`src/rtl/control_sequencer.sv`:
```
// rtl/control_sequencer.sv - microcode sequencer driving all datapath control strobes of the 8-bit CPU
//
// Ports:
//   clk     system clock, all state changes on posedge
//   clr_n   asynchronous active-low reset; also forces every control output low
//   instr   instruction register contents, opcode = instr[7:4]
//   flag_c  registered carry flag, sampled in T2 of JC
//   flag_z  registered zero flag, sampled in T2 of JZ
//   hlt     halt strobe in HLT T2, then held high while halted
//   mi ri ro io ii ai ao eo su bi oi ce co j fi
//           datapath load/drive/ALU/PC control strobes
//   step    current T-state, for debug display
module control_sequencer #(
  parameter int MAX_STEPS    = 5,
  parameter bit FIXED_LENGTH = 1'b0
) (
  input  logic       clk,
  input  logic       clr_n,
  input  logic [7:0] instr,
  input  logic       flag_c,
  input  logic       flag_z,
  output logic       hlt,
  output logic       mi,
  output logic       ri,
  output logic       ro,
  output logic       io,
  output logic       ii,
  output logic       ai,
  output logic       ao,
  output logic       eo,
  output logic       su,
  output logic       bi,
  output logic       oi,
  output logic       ce,
  output logic       co,
  output logic       j,
  output logic       fi,
  output logic [2:0] step
);

  localparam logic [2:0] T0 = 3'd0;
  localparam logic [2:0] T1 = 3'd1;
  localparam logic [2:0] T2 = 3'd2;
  localparam logic [2:0] T3 = 3'd3;
  localparam logic [2:0] T4 = 3'd4;

  localparam logic [2:0] STEP_WRAP = 3'(MAX_STEPS - 1);

  localparam logic [3:0] OP_LDA = 4'h1;
  localparam logic [3:0] OP_ADD = 4'h2;
  localparam logic [3:0] OP_SUB = 4'h3;
  localparam logic [3:0] OP_STA = 4'h4;
  localparam logic [3:0] OP_LDI = 4'h5;
  localparam logic [3:0] OP_JMP = 4'h6;
  localparam logic [3:0] OP_JC  = 4'h7;
  localparam logic [3:0] OP_JZ  = 4'h8;
  localparam logic [3:0] OP_OUT = 4'hE;
  localparam logic [3:0] OP_HLT = 4'hF;

  logic [2:0] step_q;
  logic [2:0] step_nxt;
  logic [2:0] last_step;
  logic       halted_q;
  logic       halt_now;
  logic [3:0] opcode;

  assign opcode = instr[7:4];

  // The operand nibble only reaches the bus through the io strobe; it is
  // never decoded here.
  logic unused_operand;
  assign unused_operand = ^instr[3:0];

  assign halt_now = !halted_q && (step_q == T2) && (opcode == OP_HLT);

  always_comb begin
    last_step = T2;
    case (opcode)
      OP_LDA, OP_STA: last_step = T3;
      OP_ADD, OP_SUB: last_step = T4;
      default:        last_step = T2;
    endcase
  end

  always_comb begin
    step_nxt = step_q + 3'd1;
    if (halted_q || halt_now) begin
      step_nxt = step_q;
    end else if (FIXED_LENGTH) begin
      if (step_q == STEP_WRAP) step_nxt = T0;
    end else begin
      if (step_q == last_step) step_nxt = T0;
    end
  end

  always_ff @(posedge clk or negedge clr_n) begin
    if (!clr_n) begin
      step_q   <= T0;
      halted_q <= 1'b0;
    end else begin
      step_q <= step_nxt;
      if (halt_now) halted_q <= 1'b1;
    end
  end

  assign step = step_q;

  // Steps past an opcode's final step fall through every case below, so
  // the idle padding in fixed-length mode needs no extra logic.
  always_comb begin
    hlt = 1'b0; mi = 1'b0; ri = 1'b0; ro = 1'b0; io = 1'b0; ii = 1'b0;
    ai  = 1'b0; ao = 1'b0; eo = 1'b0; su = 1'b0; bi = 1'b0; oi = 1'b0;
    ce  = 1'b0; co = 1'b0; j  = 1'b0; fi = 1'b0;
    if (!clr_n) begin
      // reset gates the decode directly so controls drop without a clock
    end else if (halted_q) begin
      hlt = 1'b1;
    end else begin
      case (step_q)
        T0: begin co = 1'b1; mi = 1'b1; end
        T1: begin ro = 1'b1; ii = 1'b1; ce = 1'b1; end
        T2: begin
          case (opcode)
            OP_LDA, OP_ADD, OP_SUB, OP_STA: begin io = 1'b1; mi = 1'b1; end
            OP_LDI: begin io = 1'b1; ai = 1'b1; end
            OP_JMP: begin io = 1'b1; j = 1'b1; end
            OP_JC:  begin io = flag_c; j = flag_c; end
            OP_JZ:  begin io = flag_z; j = flag_z; end
            OP_OUT: begin ao = 1'b1; oi = 1'b1; end
            OP_HLT: hlt = 1'b1;
            default: ;
          endcase
        end
        T3: begin
          case (opcode)
            OP_LDA:         begin ro = 1'b1; ai = 1'b1; end
            OP_ADD, OP_SUB: begin ro = 1'b1; bi = 1'b1; end
            OP_STA:         begin ao = 1'b1; ri = 1'b1; end
            default: ;
          endcase
        end
        T4: begin
          case (opcode)
            OP_ADD: begin eo = 1'b1; ai = 1'b1; fi = 1'b1; end
            OP_SUB: begin eo = 1'b1; ai = 1'b1; fi = 1'b1; su = 1'b1; end
            default: ;
          endcase
        end
        default: ;
      endcase
    end
  end

endmodule

```
`config.mk`:
```
export PLATFORM = sky130hd
export DESIGN_NAME = control_sequencer
export DESIGN_NICKNAME = d
export VERILOG_FILES = /design/src/rtl/control_sequencer.sv
export SDC_FILE = /design/constraint.sdc
export NUM_CORES = 1
export LEC_CHECK = 0
export BUFFER_PORTS_ARGS = -buffer_cell sky130_fd_sc_hd__buf_4
export CAP_MARGIN = 25
export CORE_UTILIZATION = 30
export DETAILED_ROUTE_END_ITERATION = 10
export SLEW_MARGIN = 20
export SYNTH_ARGS = -nofsm -noshare
export SYNTH_HDL_FRONTEND = slang
export SYNTH_SLANG_ARGS = --single-unit
```
`constraint.sdc`:
```
create_clock -name clk -period 4.2 [get_ports clk]
set_input_delay 0.42 -clock clk [delete_from_list [all_inputs] [get_ports clk]]
set_output_delay 0.42 -clock clk [all_outputs]
set_load 0.02 [all_outputs]
```
# Word-level counts from Yosys, hierarchy flattened
# Cells that the tools add are included.
# op_classes
div_mod_pow,0
n_reduce_logical,10
order_cmp,0
n_mux,55
multipliers,0
bitwise,0
n_addsub,1
n_shift,0
n_eq_ne,15
# op_table
operator,count
2-to-1 mux 1 bit,47
== test 4 x 3 -> 1 bit (second input constant),4
== test 4 bit (second input constant),3
case mux 1 bit (3 select lines),3
== test 4 x 2 -> 1 bit (second input constant),2
== test 3 x 2 -> 1 bit (second input constant),2
case mux 1 bit (2 select lines),3
case mux 3 bit (2 select lines),1
OR reduction 6 bit,1
== test 4 x 1 -> 1 bit (second input constant),1
OR reduction 2 bit,2
OR reduction 4 bit,1
adder 3 x 1 -> 3 bit (second input constant),1
== test 3 x 1 -> 1 bit (second input constant),1
== test 3 bit,1
== test 3 bit (second input constant),1
logical NOT 3 bit,1
2-to-1 mux 3 bit,1
OR reduction 3 bit,1
logical AND 1 bit,2
logical NOT 1 bit,1
logical OR 1 bit,1
# totals
mem_bits_rw,0
memories,0
rom_bits,0
word_cells,83
output_inout_bits,19
inputBits,12
latchBits,0
reg_bits,4

# Depth between registers and ports, before layout
# logic_depth
depth_word,6
ltp_mapped,7
ltp_nobuf,6

# Worst setup path after synthesis
# Ideal clock, no wire load.
# synth_timing
kind,flip-flop to output port
startpoint,register step_q[0] (netlist: step[0])
endpoint,output ai
stages_incl_launch_ff,7
required_time_ps,3780
n_path_buf,0
path_slack_ps,1889
t_arrival_ps,1891
path_cell_list,dfrtp_1 -> ha_1 -> ha_1 -> nand2b_4 -> a2111oi_2 -> o211ai_1 -> a21oi_1
# synth_between
elab_chain_cells,4
word_cells_on_any_way,6
cone_classes,3 x eq/ne; 3 x mux
# synth_rtl
element,line,text
from (decl),60,logic [2:0] step_q;
from (signal assigned),101,step_q <= step_nxt;
== test 3 bit / == test 3 x 2 -> 1 bit (equally long branches),119,case (step_q)
case mux 1 bit (3 select lines) (*),119,
2-to-1 mux 1 bit (*),116,end else if (halted_q) begin
2-to-1 mux 1 bit (*),114,if (!clr_n) begin
to (decl),28,"output logic ai,"
# Mark *: on every way between the ends. The rest lies on a longest branch, timed or not.

# Final worst setup path
# Ends and elaborated chain as after synthesis.

==> summary.txt <==
Outcome
  – Status: complete, no violations

Critical path
  – Crit path launch type: flop
  – CP max stage cell: dfrtp_1
  – Crit-path cells: ha_1 > ha_1 > nand2b_4 > a2111oi_2 > o211ai_1 > a21oi_1 > buf_4
  – Critical path's largest stage delay: 0.47 ns
  – Required time of the critical path: 3.78 ns
  – Type of destination of the critical path: output port
  – Crit path kind: flop to output port
  – Maximum fanout along the worst path: 8
  – Most numerous cell on the critical path: ha_1
  – Critical path arrival: 2.08 ns

STA
  – Measured slew at the worst slew-check pin: 0.4097 ns
  – Setup TNS: 0 ns
  – Highest Clock Rate: 399.9 MHz
  – Endpoints failing setup: 0
  – Hold violation count in the final report: 0
  – RSZ-0062 raised after global routing: false
  – Slew Limit Fails: 0
  – Worst Hold Slack: 0.5305 ns
  – Max Clock Skew: 0.0008198 ns
  – Minimum clock period: 2.500 ns
  – Worst slew margin: 72.63%
  – Final period util: 59.53%

Power
  – Peak VDD IR: 0.0003281 V
  – Pwr Density: 484.2 mW/mm²
  – Pleak: 0.3911 nW

Finish
  – Share of cells above drive strength 1: 36.19%
  – Fillers: 214
  – Most frequent cells in the layout: 26 x buf_4, 9 x nand2_1, 6 x inv_1, 6 x a21oi_1, 5 x ha_1
  – Antenna Cells: 0
  – Final #Nets: 124
  – Most common cell after layout, fill and taps aside: buf_4
  – Layout Area Growth over Synthesis: 32.48%
  – Layout Utilization: 42.49%

CTS
  – CTS max path bufs: 2
  – Total CTS buffers: 3
  – Clock latency on the worst-skew pair: 0.23 ns
  – Clock Pin Slew Worst Setup and Hold Paths: 0.04 ns
  – Root Buffer: clkbuf_4
  – Post-CTS setup buffer count: 0
  – CTS tree: yes
  – CTS Sinks: 4
  – H-tree levels: 1

Routing
  – Final WL: 1538 µm
  – Wire per inst: 11.65 µm
  – DR iter-0 viols: 12
  – DR pass1 iterations: 4
  – Routed wl met2: 698 µm
  – DRC viols: 0
  – M1 wire length: 774 µm
  – Highest routed layer: met4
  – Final ANT Viol Nets: 0
  – Vias/cell: 5.159
  – Met3 routed WL: 53 µm
  – Via count: 681

Synthesis
  – Distinct cell type count after synthesis: 37
  – Synthesis Warnings: 0
  – Syn Std Cell Area: 635.6 µm²
  – Flops & latches, synth: 4
  – Cells after Synth: 82
  – EDFF count, synth: 0
  – Post-synth ARST share: 100.0%
  – Mean Syn Cell Area: 7.751 µm²
  – Syn Nets: 99
  – Register area share after synthesis: 15.75%
  – Ys flop type: dfrtp_1

GRT
  – Vias in the first global route: 532
  – Wire length of the first global-routing pass: 2401 µm
  – Largest net degree at the start of global routing: 14
  – Initial antenna violation count: 0
  – GRT overflow: 0
  – Total GRT Usage: 14.75%

Min path
  – Type of the worst min-delay path: input port to async pin

Floorplanning
  – Core area: 0.001982 mm²
  – Die area: 0.002307 mm²
  – Starting Density: 32.07%
  – Cell Rows: 16
  – Chip Height: 48.03 µm
  – DIE WIDTH: 48.03 µm
  – # IOs: 31

Run
  – Max-Cap Viols: 0

Placed design
  – GPL Wtd Cong: 0.7454
  – I/O Buffers: 26
  – DP Wirelength: 1214 µm
[cells in the mapped netlist (all sizes together) (2+ instances only)]
library cell / count / share of area, %
nand2: 9 / 5.3
a21oi: 6 / 4.7
buf: 6 / 7.9
inv: 6 / 3.5
ha: 5 / 9.8
dfrtp: 4 / 16
nor2: 4 / 2.4
nor4: 4 / 3.9
o21ai: 4 / 3.7
or3: 4 / 4.1
and2: 3 / 3.3
and3: 3 / 3.7
nand2b: 3 / 4.1
nor3: 3 / 2.4
and4: 2 / 2.8
nor2b: 2 / 2.0
o211ai: 2 / 2.4
[routing by layer]
metal	vias to the layer above	GRT usage (%)
li1	343	-
met1	319	20.81
met2	17	23.51
met3	2	2.264
met4	0	3.333
met5	-	0
[layout make-up]
type	count	area, µm²	area share (%)
Multi-Input combinational cell	65	457.9	54.38
Tap cell	27	33.78	4.012
Clock buffer	3	22.52	2.675
Timing Repair Buffer	27	205.2	24.37
Inverter	6	22.52	2.675
Sequential cell	4	100.1	11.89
[critical path: cells and delay by family (launching register included)]
family,cells,cell delay (ns)
AOI/OAI and AO/OA,3,0.72
DFF,1,0.47
adders and majority gates,2,0.44
buffers and inverters,1,0.16
and+or+nand+nor,1,0.06
[registers in the layout, indices dropped and copies added, names as in the netlist]
signal    flops
halted_q      1
step          3
[path summary, 6_finish.rpt]
check / start / endpoint / slack [ns] / cells past startpoint
setup / recovery: step[0] / ai / 1.70 / 7
hold / removal: clr_n / step[0] / 0.53 / 2
setup reg to reg: step[0] / step[2] / 2.32 / 6
hold reg to reg: halted_q / step[2] / 0.59 / 2
max in group asynchronous: clr_n / halted_q / 3.56 / 2
min in group clk: instr[7] / halted_q / 0.57 / 2
[where the power goes]
group | internal [mW] | switching [mW]
Sequential | 0.0578 | 0.0342
Clock | 0.0319 | 0.0155
Combinational | 0.118 | 0.150
Total | 0.208 | 0.200
[cells by family after synthesis]
kind of cell | synth area share, %
buf+inv | 12.20
simple gates | 37.20
flops | 15.75
compound gates | 23.62
fa+ha+maj | 9.843
xor+xnor | 1.378
[metrics by stage]
step / cells / worst slack (ns) / instance area (µm²) / power, mW
final: 132 / 1.700 / 842.1 / 0.4078
after global routing: 132 / 1.509 / 842.1 / 0.4497
after CTS: 132 / 1.667 / 842.1 / 0.4137
after detailed placement: 128 / 1.925 / 809.5 / 0.3620
after global placement: 128 / 1.940 / 809.5 / 0.3592
after floorplan: 82 / 1.889 / 635.6 / 0.2791
[timing repair]
action | CTS | global route
hold endpoints to repair | 4 | 0
gates resized for setup | 0 | 0
hold buffers | 1 | 0
Power figures use the tool's default switching activity.
